===== src/rtl/iter_alu.sv =====
// Multi-cycle ALU with start/done handshake: single-cycle logic/arith/shift ops,
// iterative shift-add multiply and, when ALU_DIV_EN is defined, restoring unsigned divide/remainder.
module iter_alu #(
    parameter  int WIDTH   = 32,
    localparam int SHAMT_W = $clog2(WIDTH),
    localparam int CNT_W   = $clog2(WIDTH) + 1
) (
    input  logic             clk,
    input  logic             rst_n,
    input  logic             start,
    input  logic [3:0]       aluop,
    input  logic [WIDTH-1:0] a,
    input  logic [WIDTH-1:0] b,
    output logic             busy,
    output logic             done,
    output logic [WIDTH-1:0] c,
    output logic             zero,
    output logic             ovf
);

    typedef enum logic [1:0] {IDLE, MUL, DIV, DONE} state_t;

    state_t           state, state_nxt;
    logic [CNT_W-1:0] cnt;
    logic [WIDTH-1:0] mcand;   // multiplicand, or divisor during DIV
    logic [WIDTH-1:0] mplier;  // multiplier, or dividend/quotient shift register during DIV
    logic [WIDTH-1:0] acc;     // product accumulator, or partial remainder during DIV
    logic [3:0]       op;
    logic             is_mul, is_div;

    function automatic logic [WIDTH-1:0] alu_single(input logic [3:0] fop,
                                                    input logic [WIDTH-1:0] x,
                                                    input logic [WIDTH-1:0] y);
        logic signed [WIDTH-1:0] sx, sy;
        logic [SHAMT_W-1:0]      sh;
        sx = x;
        sy = y;
        sh = y[SHAMT_W-1:0];
        case (fop)
            4'd1:    return x - y;
            4'd2:    return x & y;
            4'd3:    return x | y;
            4'd4:    return {{(WIDTH-1){1'b0}}, sx < sy};
            4'd5:    return {{(WIDTH-1){1'b0}}, x < y};
            4'd6:    return x ^ y;
            4'd7:    return ~(x | y);
            4'd8:    return x << sh;
            4'd9:    return x >> sh;
            4'd10:   return WIDTH'(sx >>> sh);
            default: return x + y;
        endcase
    endfunction

    function automatic logic ovf_of(input logic [3:0] fop,
                                    input logic [WIDTH-1:0] x,
                                    input logic [WIDTH-1:0] y,
                                    input logic [WIDTH-1:0] r);
        case (fop)
            4'd1:    return (x[WIDTH-1] != y[WIDTH-1]) && (r[WIDTH-1] != x[WIDTH-1]);
            4'd2, 4'd3, 4'd4, 4'd5, 4'd6, 4'd7, 4'd8, 4'd9, 4'd10, 4'd11:
                     return 1'b0;
            default: return (x[WIDTH-1] == y[WIDTH-1]) && (r[WIDTH-1] != x[WIDTH-1]);
        endcase
    endfunction

    assign is_mul = (aluop == 4'd11);
`ifdef ALU_DIV_EN
    assign is_div = (aluop == 4'd12) || (aluop == 4'd13);

    // Trial subtraction of the divisor from the remainder with the next dividend bit shifted in.
    logic [WIDTH:0] trial;
    assign trial = {acc, mplier[WIDTH-1]} - {1'b0, mcand};
`else
    assign is_div = 1'b0;
`endif

    assign busy = (state == MUL) || (state == DIV);
    assign zero = (c == '0);

    always_ff @(posedge clk or negedge rst_n) begin
        if (!rst_n) state <= IDLE;
        else        state <= state_nxt;
    end

    always_comb begin
        state_nxt = state;
        case (state)
            IDLE: if (start) begin
                if (is_mul)      state_nxt = MUL;
                else if (is_div) state_nxt = DIV;
            end
            MUL, DIV: if (cnt == CNT_W'(1)) state_nxt = DONE;
            DONE: state_nxt = IDLE;
            default: state_nxt = IDLE;
        endcase
    end

    always_ff @(posedge clk or negedge rst_n) begin
        if (!rst_n) begin
            cnt    <= '0;
            mcand  <= '0;
            mplier <= '0;
            acc    <= '0;
            op     <= '0;
            c      <= '0;
            ovf    <= 1'b0;
            done   <= 1'b0;
        end else begin
            done <= 1'b0;
            case (state)
                IDLE: if (start) begin
                    op <= aluop;
                    if (is_mul) begin
                        cnt    <= CNT_W'(WIDTH);
                        mcand  <= a;
                        mplier <= b;
                        acc    <= '0;
                    end else if (is_div) begin
                        cnt    <= CNT_W'(WIDTH);
                        mcand  <= b;
                        mplier <= a;
                        acc    <= '0;
                    end else begin
                        c    <= alu_single(aluop, a, b);
                        ovf  <= ovf_of(aluop, a, b, alu_single(aluop, a, b));
                        done <= 1'b1;
                    end
                end
                MUL: begin
                    if (mplier[0]) acc <= acc + mcand;
                    mcand  <= mcand << 1;
                    mplier <= mplier >> 1;
                    cnt    <= cnt - 1'b1;
                end
                DIV: begin
`ifdef ALU_DIV_EN
                    // A zero divisor always passes the trial, giving all-ones quotient and remainder = a.
                    if (!trial[WIDTH]) begin
                        acc    <= trial[WIDTH-1:0];
                        mplier <= {mplier[WIDTH-2:0], 1'b1};
                    end else begin
                        acc    <= {acc[WIDTH-2:0], mplier[WIDTH-1]};
                        mplier <= {mplier[WIDTH-2:0], 1'b0};
                    end
                    cnt <= cnt - 1'b1;
`endif
                end
                DONE: begin
                    c    <= (op == 4'd12) ? mplier : acc;
                    ovf  <= 1'b0;
                    done <= 1'b1;
                end
                default: ;
            endcase
        end
    end

endmodule


===== config.mk =====
export PLATFORM = sky130hd
export DESIGN_NAME = iter_alu
export DESIGN_NICKNAME = d
export VERILOG_FILES = /design/src/rtl/iter_alu.sv
export SDC_FILE = /design/constraint.sdc
export NUM_CORES = 1
export LEC_CHECK = 0
export BUFFER_PORTS_ARGS = -buffer_cell sky130_fd_sc_hd__buf_4
export CAP_MARGIN = 30
export CORE_MARGIN = 2
export CORE_UTILIZATION = 40
export DETAILED_ROUTE_END_ITERATION = 16
export PLACE_DENSITY = 0.57
export RECOVER_POWER = 50
export SLEW_MARGIN = 5
export SYNTH_ARGS = -nofsm -noshare
export SYNTH_HDL_FRONTEND = slang
export SYNTH_SLANG_ARGS = --single-unit

===== constraint.sdc =====
create_clock -name clk -period 3 [get_ports clk]
set_clock_uncertainty 0.2 [all_clocks]
set_input_delay 0.6 -clock clk [delete_from_list [all_inputs] [get_ports clk]]
set_output_delay 0.6 -clock clk [all_outputs]
set_load 0.05 [all_outputs]

==> metrics <==
insertion delay of the later-clocked pin in the worst-skew pair 490 ps; critical path class flip-flop to flip-flop; worst hold endpoint mplier[31]; final hold violations 0; count of flip-flops with a built-in enable after synthesis 0; initial detailed-routing violation count roughly 2200; count of pins over their slew limit 57; register bit count reported by yosys around 140; share of cells above drive strength 1 0.393; Synth warnings 0; Area growth syn-to-layout 48.4%; worst supply voltage drop on vdd slightly above 0.8 mV; number of different library cells in the post-synthesis netlist slightly above 80; remaining design rule violation count 0; clock-pin slew reported for the worst setup and hold paths after clock tree synthesis about 60 ps; final weighted congestion of routability-driven global placement 1.05; count of H-tree levels built during CTS 4; worst min-delay path class primary input to flip-flop; result of the run complete, but fails checks; P per Cell Area 725 nW/um^2; initial antenna violation count 2; total overflow reported by the global router 0; ys async rst share 1.00; Bufs on Longest Clock Path 2; clock root buffer clkbuf_16; global-route wire length before repair around 120 mm; total inserted antenna cells 0; worst-case register-to-register setup slack -400 ps; Boundary Pins 107; ANT nets after route 0; final WL a little over 80 mm; Tcrit/Tclk final 1.13; core area between 40000 and 50000 um^2; RSZ-0062 raised after global routing true; sequential share of the synthesized area 0.213; routed vias/inst 6.06; relative slew slack -0.0736; Overall Global Routing Usage 0.374; final instance area roughly 25000 um^2; Worst Setup End Kind flip-flop; setup violation total in the final timing report 24; largest net degree at the start of global routing 89; static leakage power between 10 and 15 nW; Top FF cell, synth dfrtp_1; clock tree from TritonCTS yes; reg-to-reg critical path endpoint acc[18]; minimum period implied by the final worst setup slack around 3400 ps; Num Clock Sinks ~140; hold path start b[31]; TritonCTS buffer count 17; startpoint of the lowest-slack register-to-register path mcand[0]; Critical Path AT 3570 ps; data required time of the critical path ~3200 ps; detailed-routing iteration count for the pre-antenna-repair pass 6; total number of vias slightly below 20000; Final Net Count between 2000 and 3000; y dimension of the die 208 um; via count of the first global-routing pass roughly 19000; IO Port Bufs ~110; measured slew at the worst slew-check pin 1610 ps; hold_ws about 160 ps; worst-case setup margin in the final layout -401 ps; leading cell type in the layout, fill and taps excluded buf_4; total half-perimeter wirelength after legalization and detailed placement about 63 mm; mean routed wirelength per cell around 25 um; maximum fanout count along the critical path 3; maxcap violations 1; violations in the final reports capacitance limit, slew limit, setup timing; Max Clock Freq approximately 300 MHz; Synth Instances between 2000 and 2500; highest-count cells in the layout ignoring fill and taps buf_4, nand2_1, nor2_1; synthesized area per cell 8.02 um^2; die width between 200 and 250 um; FF-to-FF path depth 14; area enclosed by the die boundary approximately 43000 um^2; effective utilization at floorplan 0.407; Post-Synthesis Cell Area approximately 17000 um^2; number of nets in the synthesized netlist between 2000 and 2500; startpoint class of the critical path flip-flop; Min-Delay Path Depth 2; std cell rows 74; post-placement cell area about 22000 um^2
==> flip-flops by register name, summed over array words and instances, names as in the netlist <==
name    cells
done        1
state       2
op          4
mplier     32
ovf         1
mcand      32
cnt         6
c          32
acc        32
==> cell usage after synthesis (all sizes together) (18+ instances only) <==
cell / number / area, um^2
nand2: 233 / 875
nor2: 194 / 728
o21ai: 180 / 901
a21oi: 167 / 843
dfrtp: 142 / 3550
ha: 135 / 1690
inv: 111 / 417
clkbuf: 105 / 394
mux2i: 101 / 1010
mux4: 64 / 1440
xnor2: 49 / 429
nor3: 47 / 235
buf: 44 / 223
a22o: 37 / 324
nand3: 36 / 180
a211oi: 26 / 205
a22oi: 24 / 180
a31oi: 24 / 150
a21o: 22 / 165
o31ai: 22 / 170
nand4: 21 / 131
o211ai: 21 / 158
o2111ai: 20 / 175
or3: 20 / 125
nor4: 19 / 119
nand2b: 18 / 113
==> critical path, stage by stage (launching register included) <==
cell and delay [ps]:
dfrtp_1 400, ha_2 200, fa_2 350, a21o_1 170, a21o_1 210, a21oi_2 160
o21ai_2 100, a221o_2 460, buf_4 170, buf_6 120, buf_4 130, a21o_1 180
a21oi_2 150, xnor2_1 90, a22o_1 210
==> kinds of logic (layout without fill, tap and decap cells) <==
logic type	after synthesis	after routing	synth area share
AO/OA/AOI/OAI	663	663	0.264
XOR/XNOR	60	60	0.0314
adder cells (fa/ha/maj)	138	138	0.105
buffers and inverters	261	889	0.0621
flip-flops	142	142	0.213
multiplexers	172	172	0.151
AND/OR/NAND/NOR	647	647	0.174
==> timing repair <==
item / in CTS / in global routing
cloned: 1 / 2
pin swaps: 85 / 92
hold buffers: 1 / 0
endpoints found under the hold margin: 51 / 0
buffers inserted: 35 / 37
setup endpoints to repair: 34 / 43
gates resized for setup: 168 / 115
==> how the worst max path moves through the flow <==
stage	from	to	slack [ps]	cells after the start
2_1_floorplan	b[4]	c[27]	-430	15
3_3_place_gp	b[0]	c[19]	-950	12
3_5_place_dp	b[0]	c[9]	-910	14
4_1_cts	mcand[0]	acc[30]	-330	12
5_1_grt	mcand[0]	acc[22]	-490	12
6_report	mcand[0]	acc[18]	-400	14
==> final cells by class <==
type | count | area (um^2)
Sequential cell | 142 | 3550
Fill cell | 3698 | 16200
Inverter | 112 | 480
Multi-Input combinational cell | 1680 | 13400
Clock inverter | 9 | 158
Tap cell | 532 | 666
Timing Repair Buffer | 746 | 6060
Clock buffer | 22 | 464
==> metal layers <==
metal | wire, um | global-route usage | vias up | part of all wire
met5 | 13 | 0 | - | 0.00016
met4 | 5280 | 0.214 | 2 | 0.064
met3 | 6760 | 0.0795 | 229 | 0.082
met2 | 37800 | 0.606 | 946 | 0.46
met1 | 32400 | 0.460 | 9543 | 0.39
li1 | - | - | 8935 | -
==> power by group <==
part	leakage, nW	internal (mW)	switching [mW]
Clock	0.297	1.43	0.955
Sequential	1.76	2.80	0.756
Combinational	9.41	5.27	6.77
==> through the flow <==
stage          TNS (ps)  setup slack (ps)  instances   util  total power [mW]
6_report          -3330              -401       3243  0.605              18.0
5_1_grt           -6960              -492       3243  0.605              19.0
4_1_cts           -2270              -333       3207  0.586              17.5
3_5_place_dp     -22810              -908       3141  0.544              14.5
3_3_place_gp     -22470              -949       3141  0.544              14.3
2_1_floorplan     -5320              -435       2083      -              10.0
Note: power is estimated with default switching activity, not from simulation.
